==> config.mk <==
export PLATFORM = sky130hd
export DESIGN_NAME = nbitmux_arb_flat
export DESIGN_NICKNAME = d
export VERILOG_FILES = /design/src/rtl/nbitmux_arb_if.sv /design/src/rtl/nbitmux_arb.sv /design/src/flat_wrapper.sv
export SDC_FILE = /design/constraint.sdc
export NUM_CORES = 1
export LEC_CHECK = 0
export BUFFER_PORTS_ARGS = -buffer_cell sky130_fd_sc_hd__buf_4
export CORE_UTILIZATION = 45
export CTS_CLUSTER_SIZE = 28
export DETAILED_ROUTE_END_ITERATION = 10
export GPL_TIMING_DRIVEN = 0
export PLACE_DENSITY = 0.85
export SETUP_SLACK_MARGIN = 0.3
export SLEW_MARGIN = 10
export SYNTH_ARGS = -nofsm -noshare
export SYNTH_HDL_FRONTEND = slang
export SYNTH_SLANG_ARGS = --single-unit
==> constraint.sdc <==
create_clock -name clk -period 6.7 [get_ports clk]
set_clock_uncertainty 0.2 [all_clocks]
set_input_delay 1.34 -clock clk [delete_from_list [all_inputs] [get_ports clk]]
set_output_delay 1.34 -clock clk [all_outputs]
set_load 0.02 [all_outputs]
==> src/rtl/nbitmux_arb_if.sv <==
// Handshake bundle between four source channels, the merge stage and its single output stream.
// Signals: el (active-low enable), i1..i4/v1..v4/r1..r4 (source data/valid/grant),
//          y/sel/y_valid/y_ready (merged output word, its source tag and handshake).
interface nbitmux_arb_if #(
    parameter int WIDTH = 16
);
    logic             el;
    logic [WIDTH-1:0] i1, i2, i3, i4;
    logic             v1, v2, v3, v4;
    logic             r1, r2, r3, r4;
    logic [WIDTH-1:0] y;
    logic [1:0]       sel;
    logic             y_valid;
    logic             y_ready;

    // Merge stage side.
    modport slave (
        input  el, i1, i2, i3, i4, v1, v2, v3, v4, y_ready,
        output r1, r2, r3, r4, y, sel, y_valid
    );

    // Environment side: drives the sources and consumes the output.
    modport master (
        output el, i1, i2, i3, i4, v1, v2, v3, v4, y_ready,
        input  r1, r2, r3, r4, y, sel, y_valid
    );
endinterface

==> src/rtl/nbitmux_arb.sv <==
// Purpose: round-robin merge of four valid/ready channels into one registered, tagged output word.
// Latency: one cycle from grant to y/y_valid; one word per cycle sustained (drain and load may overlap).
// Backpressure: while y_valid=1 and y_ready=0 no grants are issued and y/sel stay stable.
// Ports: clk, rst (async active-high), bus (nbitmux_arb_if.slave: el, i1..i4, v1..v4, r1..r4,
//        y, sel, y_valid, y_ready).
module nbitmux_arb #(
    parameter int WIDTH = 16
) (
    input  logic         clk,
    input  logic         rst,
    nbitmux_arb_if.slave bus
);

    logic [WIDTH-1:0] r_y;
    logic [1:0]       r_sel;
    logic             r_y_valid;
    logic [1:0]       r_ptr;

    logic [3:0]       w_vld;
    logic             w_any;
    logic             w_load;
    logic [1:0]       w_c1, w_c2, w_c3;
    logic [1:0]       w_gnt_idx;
    logic [WIDTH-1:0] w_gnt_dat;
    logic [3:0]       w_gnt;

    assign w_vld = {bus.v4, bus.v3, bus.v2, bus.v1};
    assign w_any = |w_vld;

    // The output slot is free when empty or being drained this cycle; rst suppresses grants.
    assign w_load = !rst && !bus.el && (!r_y_valid || bus.y_ready) && w_any;

    // Search order ptr, ptr+1, ptr+2, ptr+3 (2-bit wraparound gives the mod 4).
    assign w_c1 = r_ptr + 2'd1;
    assign w_c2 = r_ptr + 2'd2;
    assign w_c3 = r_ptr + 2'd3;

    always_comb begin
        if (w_vld[r_ptr])     w_gnt_idx = r_ptr;
        else if (w_vld[w_c1]) w_gnt_idx = w_c1;
        else if (w_vld[w_c2]) w_gnt_idx = w_c2;
        else                  w_gnt_idx = w_c3;
    end

    always_comb begin
        case (w_gnt_idx)
            2'd0:    w_gnt_dat = bus.i1;
            2'd1:    w_gnt_dat = bus.i2;
            2'd2:    w_gnt_dat = bus.i3;
            default: w_gnt_dat = bus.i4;
        endcase
    end

    assign w_gnt  = w_load ? (4'b0001 << w_gnt_idx) : 4'b0000;
    assign bus.r1 = w_gnt[0];
    assign bus.r2 = w_gnt[1];
    assign bus.r3 = w_gnt[2];
    assign bus.r4 = w_gnt[3];

    // Channel index 0..3 maps to tag 01,10,11,00, i.e. index+1 mod 4; the next pointer
    // is the same value, so one adder serves both.
    always_ff @(posedge clk or posedge rst) begin
        if (rst) begin
            r_y       <= '0;
            r_sel     <= 2'b00;
            r_y_valid <= 1'b0;
            r_ptr     <= 2'd0;
        end else if (w_load) begin
            r_y       <= w_gnt_dat;
            r_sel     <= w_gnt_idx + 2'd1;
            r_y_valid <= 1'b1;
            r_ptr     <= w_gnt_idx + 2'd1;
        end else if (r_y_valid && bus.y_ready) begin
            r_y_valid <= 1'b0;
        end
    end

    assign bus.y       = r_y;
    assign bus.sel     = r_sel;
    assign bus.y_valid = r_y_valid;

endmodule
==> src/flat_wrapper.sv <==
// flat-port wrapper written by rule: the top's interface ports become plain ports
module nbitmux_arb_flat 
#(
    parameter int WIDTH = 16
)
  (clk, rst, bus_el, bus_i1, bus_i2, bus_i3, bus_i4, bus_v1, bus_v2, bus_v3, bus_v4, bus_y_ready, bus_r1, bus_r2, bus_r3, bus_r4, bus_y, bus_sel, bus_y_valid);
  nbitmux_arb_if #(.WIDTH(WIDTH)) bus_i ();
  input  logic clk;
  input  logic rst;
  input wire logic [$bits(bus_i.el)-1:0] bus_el;
  input wire logic [$bits(bus_i.i1)-1:0] bus_i1;
  input wire logic [$bits(bus_i.i2)-1:0] bus_i2;
  input wire logic [$bits(bus_i.i3)-1:0] bus_i3;
  input wire logic [$bits(bus_i.i4)-1:0] bus_i4;
  input wire logic [$bits(bus_i.v1)-1:0] bus_v1;
  input wire logic [$bits(bus_i.v2)-1:0] bus_v2;
  input wire logic [$bits(bus_i.v3)-1:0] bus_v3;
  input wire logic [$bits(bus_i.v4)-1:0] bus_v4;
  input wire logic [$bits(bus_i.y_ready)-1:0] bus_y_ready;
  output wire logic [$bits(bus_i.r1)-1:0] bus_r1;
  output wire logic [$bits(bus_i.r2)-1:0] bus_r2;
  output wire logic [$bits(bus_i.r3)-1:0] bus_r3;
  output wire logic [$bits(bus_i.r4)-1:0] bus_r4;
  output wire logic [$bits(bus_i.y)-1:0] bus_y;
  output wire logic [$bits(bus_i.sel)-1:0] bus_sel;
  output wire logic [$bits(bus_i.y_valid)-1:0] bus_y_valid;
  assign bus_i.el = bus_el;
  assign bus_i.i1 = bus_i1;
  assign bus_i.i2 = bus_i2;
  assign bus_i.i3 = bus_i3;
  assign bus_i.i4 = bus_i4;
  assign bus_i.v1 = bus_v1;
  assign bus_i.v2 = bus_v2;
  assign bus_i.v3 = bus_v3;
  assign bus_i.v4 = bus_v4;
  assign bus_i.y_ready = bus_y_ready;
  assign bus_r1 = bus_i.r1;
  assign bus_r2 = bus_i.r2;
  assign bus_r3 = bus_i.r3;
  assign bus_r4 = bus_i.r4;
  assign bus_y = bus_i.y;
  assign bus_sel = bus_i.sel;
  assign bus_y_valid = bus_i.y_valid;
  nbitmux_arb #(.WIDTH(WIDTH)) u_core (.clk(clk), .rst(rst), .bus(bus_i));
endmodule
# --- After elaboration in Yosys (flattened, before gate mapping) ---
# Cells that the tools add are included.
# W data, S select, Z words.
totals:
  inputBits: 72
  ramBits: 0
  romBits: 0
  elab_cells: 37
  latchBits: 0
  reg_bits: 19
  memories: 0
op_classes:
  n_bitwise: 0
  multipliers: 0
  shift: 1
  n_eq_ne: 2
  n_lt_le_gt_ge: 3
  div_mod_pow: 0
  reduce_logical: 11
  add_sub_neg: 4
  muxes: 13
op_table:
  columns: ["operator", "n"]
  rows:
  - ["$pmux W16 S3", 1]
  - ["$lt A2 B3 Y1 const B", 3]
  - ["$bmux W1 S2", 3]
  - ["$mux W2", 3]
  - ["$mux W1", 5]
  - ["$add A2 B1 Y2 const B", 2]
  - ["$add A2 B2 Y2 const B", 2]
  - ["$logic_and A1 B1 Y1", 4]
  - ["$mux W4", 1]
  - ["$reduce_or A4 Y1", 1]
  - ["$shl A1 B2 Y4 const A", 1]
  - ["$logic_not A1 Y1", 3]
  - ["$eq A2 B1 Y1 const B", 1]
  - ["$eq A2 B2 Y1 const B", 1]
  - ["$logic_not A2 Y1", 1]
  - ["$reduce_bool A2 Y1", 1]
  - ["$logic_or A1 B1 Y1", 1]

# --- Depth between registers and ports, before layout ---
# Gate-level depths: netlist of run 1.
depth:
  word_depth: 8
  depth_mapped: 9

# --- Worst setup path after synthesis of run 1 ---
# OpenSTA, ideal clock, no wires.
synth_timing:
  path_kind: "input port to output port"
  start: "input bus_v1"
  end: "output bus_r2"
  arrival_time_ps: 2943
  path_buffers: 2
  path_slack_ps: 2217
  stages: 8
  t_required_ps: 5160
  path_cell_list: "nor2b_1 nor3_1 o21a_1 ha_1 clkbuf_1 clkbuf_1 inv_1 nor2_1"
synth_via:
  elab_chain_len: 7
  word_cells_on_any_way: 13
synth_lines:
  columns: ["element", "line", "source"]
  rows:
  - ["start: declaration", "flat_wrapper.sv:15", "input wire logic [$bits(bus_i.v1)-1:0] bus_v1;"]
  - ["$bmux W1 S2", "nbitmux_arb.sv:41", "else if (w_vld[w_c2]) w_gnt_idx = w_c2;"]
  - ["$mux W1 (implied by the code)", "nbitmux_arb.sv:41", null]
  - ["$mux W2", "nbitmux_arb.sv:41", null]
  - ["$mux W2", "nbitmux_arb.sv:40", "else if (w_vld[w_c1]) w_gnt_idx = w_c1;"]
  - ["$mux W2", "nbitmux_arb.sv:39", "if (w_vld[r_ptr]) w_gnt_idx = r_ptr;"]
  - ["$shl A1 B2 Y4", "nbitmux_arb.sv:54", "assign w_gnt = w_load ? (4'b0001 << w_gnt_idx) : 4'b0000;"]
  - ["$mux W4 (*)", "nbitmux_arb.sv:54", null]
  - ["end: declaration", "flat_wrapper.sv:21", "output wire logic [$bits(bus_i.r2)-1:0] bus_r2;"]
# Mark *: on every way between the ends. The rest lies on a longest branch, timed or not. The select of a mux whose other input is x is not followed.

# --- Worst setup path in the final report of run 1 ---
layout_timing:
  start: "input bus_v4"
  end: "output bus_r1"
layout_via:
  elab_chain_len: 7
  word_cells_on_any_way: 13
layout_lines:
  columns: ["element", "line", "source"]
  rows:
  - ["start: declaration", "flat_wrapper.sv:18", "input wire logic [$bits(bus_i.v4)-1:0] bus_v4;"]
  - ["$bmux W1 S2", "nbitmux_arb.sv:41", null]
  - ["$mux W1 (implied by the code)", "nbitmux_arb.sv:41", null]
  - ["$mux W2", "nbitmux_arb.sv:41", null]
  - ["$mux W2", "nbitmux_arb.sv:40", null]
  - ["$mux W2", "nbitmux_arb.sv:39", null]
  - ["$shl A1 B2 Y4", "nbitmux_arb.sv:54", null]
  - ["$mux W4 (*)", "nbitmux_arb.sv:54", null]
  - ["end: declaration", "flat_wrapper.sv:20", "output wire logic [$bits(bus_i.r1)-1:0] bus_r1;"]
# Marks and branches as above.

==> metrics list, run 1 <==
- Final setup violating endpoints: 0
- Worst setup path category: input port to output pin
- # DRC: 0
* Detailed placer's ending HPWL: 3150 um
* Sequential cell area: 475 um2
* Number of inserted diodes: 0
* Maximum root-to-sink buffer count: 2
- Static leakage: 1.10 nW
- Hold/Removal Path Class: register to register
* Count of clock tree sinks: 19
* Worst Setup Start Kind: input port
* Number of top-level pins: 95
- At the later pin of the worst-skew pair, clock insertion delay measures 310 ps.
- Floorplan die area: 3380 um2
- The initial utilization of the core area, before any placement, comes to 46.9%.
- Post-Synthesis Net Count: 225
- Count of hold-fix buffers inserted at cts: 0
- Summing all multi-input logic gate instances after layout gives 850 um2.
* Maximum ir drop on the vdd rail: 0.215 mV
- For this block, the initial DRC count from the detailed router was 88.
- Final critical-path share of the clock period: 73.4%
* Shortest period the worst path allows: 4920 ps
- Core Box Area: 3030 um2
- Routed WL: 4090 um
* Number of detailed-routing iterations run before antenna repair: 4
- Via count of the first global-routing pass: 1376
* GPL Wtd Cong: 0.797
- Counting flops and latches in the post-synthesis netlist gives 19.
* Total number of vias: 1468
- In this run the clock root is driven by a sky130_fd_sc_hd__clkbuf_4.
* Sequence of cells on the critical path: buf_4 -> nand2b_1 -> and3_1 -> o21ai_0 -> ha_1 -> clkbuf_1 -> clkbuf_1 -> inv_1 -> nor2_1 -> buf_4
- The worst path meets setup with 1780 ps of slack.
- Global routing consumed, over all layers together, 25.0% of the routing resources.
- YS warnings: 0
- Worst setup timing slack at the placement stage: 1780 ps
- Outcome: finished clean
* Final design area excluding fillers: 2210 um2
* Number of hold violations in the final report: 0
- Chip width: 58.2 um
- The synthesized netlist occupies a cell area of 1420 um2.
- Slew Viols, Final: 0
* Wire length of the first global-routing pass: 6400 um
- Hold Slack: 323 ps
- Post-synthesis cell type count: 28
- Critical path capture point type: output pin
* Worst-Margin Slew: 693 ps
- The post-route netlist has 48.4% of its cells at a drive strength greater than 1.
- Arrival time at the worst endpoint: 3380 ps
* CTS tree: built
* Maximum single-stage delay on the critical path: 440 ps
- Relative slew slack: 53.7%
- Summing all placed instances gives a cell area of 2180 um2.
* Number of buffers and inverters on the critical path: 5
- GRT overflow: 0
- The net count of the finished layout is 324.
- Dividing total power by cell area gives a power density of 394 nW/um2.
- In the routed layout, each cell is associated on average with a via count of 5.06.
* RSZ-0062 raised after global routing: no
* Max Cap Violations: 0
- The number of antenna violations at the first check in global routing was 0.
- Clock Pin Slew Worst Setup and Hold Paths: 110 ps
- H-Tree Level Count: 1
- Buffers inserted during clock tree synthesis total 3.
- Die height: 58.2 um
- At the worst endpoint, the required time is 5160 ps.
- Synth-to-Final Area Change: 55.5%
- Grouping stages by cell kind, the critical path spends the most delay in buffers and inverters.
- In the final routed layout, each cell accounts on average for 14.1 um.
- In the synthesized netlist, the number of instances is 148.
- Row generation in the floorplan step produced 20 rows.
- Post-CTS timing repair inserted 0 buffers for setup.
- Top achievable clock speed: 0.203 GHz
- The count of nets left with antenna violations once routing finished came out at 0.
- Buffers on Ports: 94
* Cell at the slowest stage of the critical path: sky130_fd_sc_hd__clkbuf_1
* Sequential-to-total area share from yosys stat: 33.5%
* Mean post-synth cell area: 9.60 um2
- Maximum number of pins on one net before global-route repair: 20
- For the final routed database, the setup TNS stands at 0 ps.
- PostCTS Resize Cnt: 0
- In this run the worst path has a maximum fanout of 10.
- The filler cells instantiated in the layout total 253.
-- layout by cell type, fill, tap and decap left out --
cell and count:
sky130_fd_sc_hd__buf_4 94, sky130_fd_sc_hd__a21oi_1 32, sky130_fd_sc_hd__dfrtp_1 19, sky130_fd_sc_hd__nor2b_1 18, sky130_fd_sc_hd__a22oi_1 16, sky130_fd_sc_hd__mux2_4 14
sky130_fd_sc_hd__clkbuf_1 8, sky130_fd_sc_hd__nor2_1 6, sky130_fd_sc_hd__inv_1 5, sky130_fd_sc_hd__ha_1 5, sky130_fd_sc_hd__nand2b_1 4, sky130_fd_sc_hd__mux2_2 3
sky130_fd_sc_hd__clkbuf_4 3, sky130_fd_sc_hd__buf_6 2, sky130_fd_sc_hd__nor2b_4 1, sky130_fd_sc_hd__nor4_1 1, sky130_fd_sc_hd__or4_1 1, sky130_fd_sc_hd__buf_1 1
sky130_fd_sc_hd__buf_12 1, sky130_fd_sc_hd__nor3_1 1, sky130_fd_sc_hd__and3_1 1, sky130_fd_sc_hd__nand2_1 1, sky130_fd_sc_hd__o21ai_0 1, sky130_fd_sc_hd__o41ai_1 1
sky130_fd_sc_hd__o31ai_1 1, sky130_fd_sc_hd__o21bai_1 1, sky130_fd_sc_hd__a32oi_1 1, sky130_fd_sc_hd__o22ai_1 1, sky130_fd_sc_hd__o22a_1 1, sky130_fd_sc_hd__o21a_1 1
sky130_fd_sc_hd__clkinv_2 1
-- kinds of logic (layout without fill, tap and decap cells) --
logic type	after synthesis	in the layout	synth area share, %
flops	19	19	33.5
fa+ha+maj	5	5	4.41
buf+inv	17	115	6.70
simple gates	34	34	14.3
compound gates	56	56	24.0
mux	17	17	17.2
-- stage by stage --
stage | util (%) | total power [W] | cells
after floorplan | - | 0.000602 | 148
after global placement | 72.0 | 0.000800 | 286
after detailed placement | 72.0 | 0.000809 | 286
after CTS | 72.9 | 0.000873 | 290
after global routing | 72.9 | 0.000934 | 290
final | 72.9 | 0.000870 | 290
-- area by class of cell --
class | count | area share (%)
Sequential cell | 19 | 21.5
Buffer | 12 | 3.46
Multi-Input combinational cell | 112 | 38.5
Inverter | 5 | 0.850
Clock buffer | 3 | 1.02
Tap cell | 44 | 2.49
Clock inverter | 1 | 0.227
Timing Repair Buffer | 94 | 32.0
-- state kept, by name (all words and copies together), names as in the netlist --
register	cells
u_core.bus.sel	2
u_core.bus.y	16
u_core.bus.y_valid	1
-- worst paths after layout --
path / from / end / slack (ps) / cells after the start
worst max-delay path: bus_v4 / bus_r1 / 1780 / 10
worst min register to register: u_core.bus.y[8]$_DFFE_PP0P_ / u_core.bus.y[8]$_DFFE_PP0P_ / 320 / 1
max in group asynchronous: rst / u_core.bus.y[4]$_DFFE_PP0P_ / 4920 / 2
worst max register to register: u_core.bus.sel[0]$_DFFE_PP0P_ / u_core.bus.y[9]$_DFFE_PP0P_ / 3850 / 9
worst min-delay path: u_core.bus.y[8]$_DFFE_PP0P_ / u_core.bus.y[8]$_DFFE_PP0P_ / 320 / 1
min in group asynchronous: rst / u_core.bus.y[9]$_DFFE_PP0P_ / 940 / 2
-- where the power goes --
| group | switching (W) | internal (W) | total, W |
|---|---|---|---|
| combinational | 0.000306 | 0.000294 | 0.000601 |
| clock | 0.0000381 | 0.0000223 | 0.0000604 |
| sequential | 0.0000386 | 0.000170 | 0.000208 |
| total | 0.000383 | 0.000486 | 0.000870 |
-- cells in the mapped netlist --
cell                       instances  share of area, %
sky130_fd_sc_hd__nor3_1            1              0.35
sky130_fd_sc_hd__inv_1             5               1.3
sky130_fd_sc_hd__nor4_1            1              0.44
sky130_fd_sc_hd__nand2_1           1              0.26
sky130_fd_sc_hd__o21a_1            1              0.53
sky130_fd_sc_hd__buf_6             2               1.6
sky130_fd_sc_hd__ha_1              5               4.4
sky130_fd_sc_hd__a21oi_1          32                11
sky130_fd_sc_hd__nor2b_1          18               7.9
sky130_fd_sc_hd__o21bai_1          1              0.53
sky130_fd_sc_hd__a22oi_1          16               8.5
sky130_fd_sc_hd__o41ai_1           1              0.62
sky130_fd_sc_hd__mux2_4           14                15
sky130_fd_sc_hd__nand2b_1          4               1.8
sky130_fd_sc_hd__o22a_1            1              0.62
sky130_fd_sc_hd__o31ai_1           1              0.53
sky130_fd_sc_hd__nor2b_4           1              0.97
sky130_fd_sc_hd__clkbuf_1          8               2.1
sky130_fd_sc_hd__nor2_1            6               1.6
sky130_fd_sc_hd__a32oi_1           1              0.62
sky130_fd_sc_hd__and3_1            1              0.44
sky130_fd_sc_hd__dfrtp_1          19                33
sky130_fd_sc_hd__buf_1             1              0.26
sky130_fd_sc_hd__o21ai_0           1              0.35
sky130_fd_sc_hd__mux2_2            3               2.4
sky130_fd_sc_hd__or4_1             1              0.53
sky130_fd_sc_hd__buf_12            1               1.4
sky130_fd_sc_hd__o22ai_1           1              0.44
-- routing by layer --
layer | vias to the layer above | global-route usage, % | share of wire, %
li1 | 726 | - | -
met1 | 666 | 31.9 | 41
met2 | 66 | 40.4 | 49
met3 | 10 | 5.36 | 7.3
met4 | 0 | 11.9 | 2.5
met5 | - | 0 | 0
Power figures use the tool's default switching activity.
==> inputs of run 2 (changes only) <==
CORE_UTILIZATION = 38   (was 45)
PLACE_DENSITY = 0.77   (was 0.85)
clock period = 4.45 ns   (was 6.7 ns; I/O delays follow)
==> run 2 against run 1 <==
Effect of this change: sequential power up 50%; critical path type unchanged; power up 55%; clock power up 110%; core utilization down 8.6 points; highest routed layer unchanged; combinational power up 52%.
==> metrics list, run 2 (synthesis gave the netlist of run 1 again) <==
* Relative slew slack: 50.8%
- Leaving out fill and tap cells, the most frequent cell in the layout is sky130_fd_sc_hd__buf_4.
- The worst register-to-register path ends at u_core.bus.y[10]$_DFFE_PP0P_.
- Max Cap Violations: 0
* Hold/Removal Path Class: register to register
* Slew Viols, Final: 0
- For hold timing, the worst endpoint is u_core.bus.y[9]$_DFFE_PP0P_.
* Final design area excluding fillers: 2230 um2
- The first global-routing pass estimated 6790 um of wire.
- Floorplan die area: 3990 um2
* Top achievable clock speed: 0.251 GHz
- For this design the static power due to leakage is 1.11 nW.
- CTS saw 19 sinks.
* GPL Wtd Cong: 0.781
- STA classifies the critical path startpoint as an input port.
- The post-route netlist has 48.8% of its cells at a drive strength greater than 1.
- In this run, CTS created clock tree buffers numbering 3.
- RSZ-0062 raised after global routing: yes
* Cell internal pwr: 0.000763 W
* Register-to-register setup slack: 1600 ps
- Antenna-violating nets left: 0
- Endpoint required time on the critical path: 3360 ps
- Power per cell area: 604 nW/um2
- For this run, the detailed router's first-pass iteration total came to 4.
- Wire length per cell after detailed routing: 14.7 um
- Along the worst hold path, the cell count comes to 1.
- Clock insertion delay at the later pin of the skew report: 260 ps
- Crit. Startpoint: bus_v4
- Buffers on Ports: 94
- For the worst setup path, the data arrival time is 2900 ps.
- The share of total power dissipated in the clock network is 9.2%.
* Clock Pin Slew Worst Setup and Hold Paths: 70 ps
- Core Box Area: 3470 um2
- The worst hold path begins at u_core.bus.y[9]$_DFFE_PP0P_.
- CTS tree: built
* Detailed placer's ending HPWL: 3350 um
* Critical path capture point type: output pin
- Total number of vias: 1500
- Hold Slack: 317 ps
- Setup Total Neg Slack: 0 ps
* Worst setup path category: input port to output pin
- Maximum ir drop on the vdd rail: 0.361 mV
* Overall global routing resource usage: 21.8%
- Per-cell via count in the routed design: 5.14
- The worst register-to-register path has a depth of 9.
- The tree is rooted in a sky130_fd_sc_hd__clkbuf_8.
- Number of antenna violations at the first check in global routing: 0
* Switching portion of total power: 43.4%
- Detailed router's first-iteration violation count: 40
* Part of the power in combinational logic: 67.7%
* Worst-path maximum fanout: 10
* Max reg flops: 16
- Worst reg2reg startpoint: u_core.bus.sel[0]$_DFFE_PP0P_
- Final nets: 324
- Number of hold violations in the final report: 0
- Worst-Margin Slew: 737 ps
* Initial core utilization: 40.9%
- The clock passes through at most 2 buffers.
- Shortest period the worst path allows: 3990 ps
* Row cnt: 21
* Highest-count cells in the layout ignoring fill and taps: 94 x sky130_fd_sc_hd__buf_4, 32 x sky130_fd_sc_hd__a21oi_1, 19 x sky130_fd_sc_hd__dfrtp_1, 18 x sky130_fd_sc_hd__nor2b_1, 16 x sky130_fd_sc_hd__a22oi_1
* Via count of the first global-routing pass: 1402
- Outcome: finished clean
- Final setup violating endpoints: 0
- Die height: 63.1 um
- Synth-to-Final Area Change: 57.1%
- Summed over all layers, the global routing overflow is 0.
- Chip width: 63.1 um
- 0 antenna diodes ended up in the layout.
- Routed WL: 4300 um
- # DRC: 0
* Reported net switching power: 0.000585 W
- Per report_power, the sequential group accounts for 23.1% of the total.
- Entering global routing, the biggest net connects 20 pins.
* Final critical-path share of the clock period: 89.6%
* H-Tree Level Count: 1
- Pin placement for this block handled 95 I/O pins.
- Total setup buffers inserted after CTS: 0
- Placed instance area: 2180 um2
## run 2: worst max-delay path by stage
| stage | endpoint | depth (start not counted) |
|---|---|---|
| final | bus_r3 | 10 |
| after global routing | bus_r3 | 10 |
| after CTS | bus_r1 | 10 |
| after detailed placement | bus_r1 | 10 |
| after global placement | bus_r1 | 10 |
| after floorplan | bus_r2 | 8 |
## run 2: worst max-delay path: stages
cell	delay, ps
sky130_fd_sc_hd__buf_4	130
sky130_fd_sc_hd__nand2b_1	130
sky130_fd_sc_hd__and3_1	200
sky130_fd_sc_hd__o21ai_0	260
sky130_fd_sc_hd__ha_1	190
sky130_fd_sc_hd__clkbuf_1	310
sky130_fd_sc_hd__buf_1	460
sky130_fd_sc_hd__inv_1	80
sky130_fd_sc_hd__nor2_1	110
sky130_fd_sc_hd__buf_4	140
## run 2: area by class of cell
| cell class | count | area (um2) |
|---|---|---|
| fill | 329 | 1240 |
| multi-input combinational | 112 | 850 |
| timing repair buffer | 94 | 706 |
| sequential | 19 | 475 |
| buffer | 12 | 77.6 |
| tap | 46 | 57.6 |
| clock buffer | 3 | 41.3 |
| inverter | 5 | 18.8 |
| clock inverter | 1 | 5.00 |
## run 2: repair_timing
item                                    4_1_cts  5_1_grt
hold buffers                                  0        0
resized for setup                             0        3
endpoints found under the setup margin        0        2
## run 2: through the flow
step / power (W) / util, % / instances / setup WS, ps
finish: 0.00135 / 64.3 / 292 / 464
global route: 0.00144 / 64.3 / 292 / 235
CTS: 0.00135 / 64.3 / 292 / 423
detailed placement: 0.00122 / 63.0 / 288 / 427
global placement: 0.00121 / 63.0 / 288 / 475
floorplan: 0.000907 / - / 148 / 867
## run 2: power groups by stage
stage / Clock (W) / Combinational (W) / Sequential, W
global placement: 0 / 0.000900 / 0.000309
floorplan: 0 / 0.000496 / 0.000411
global route: 0.000134 / 0.000986 / 0.000322
finish: 0.000124 / 0.000913 / 0.000312
detailed placement: 0 / 0.000907 / 0.000314
CTS: 0.000124 / 0.000914 / 0.000310
## run 2: routing by layer
| metal | GRT usage, % | vias up | wire (um) |
|---|---|---|---|
| met4 | 5.23 | 0 | 38 |
| li1 | - | 728 | - |
| met5 | 0 | - | 0 |
| met1 | 26.9 | 706 | 1890 |
| met2 | 37.8 | 60 | 2090 |
| met3 | 5.43 | 6 | 278 |
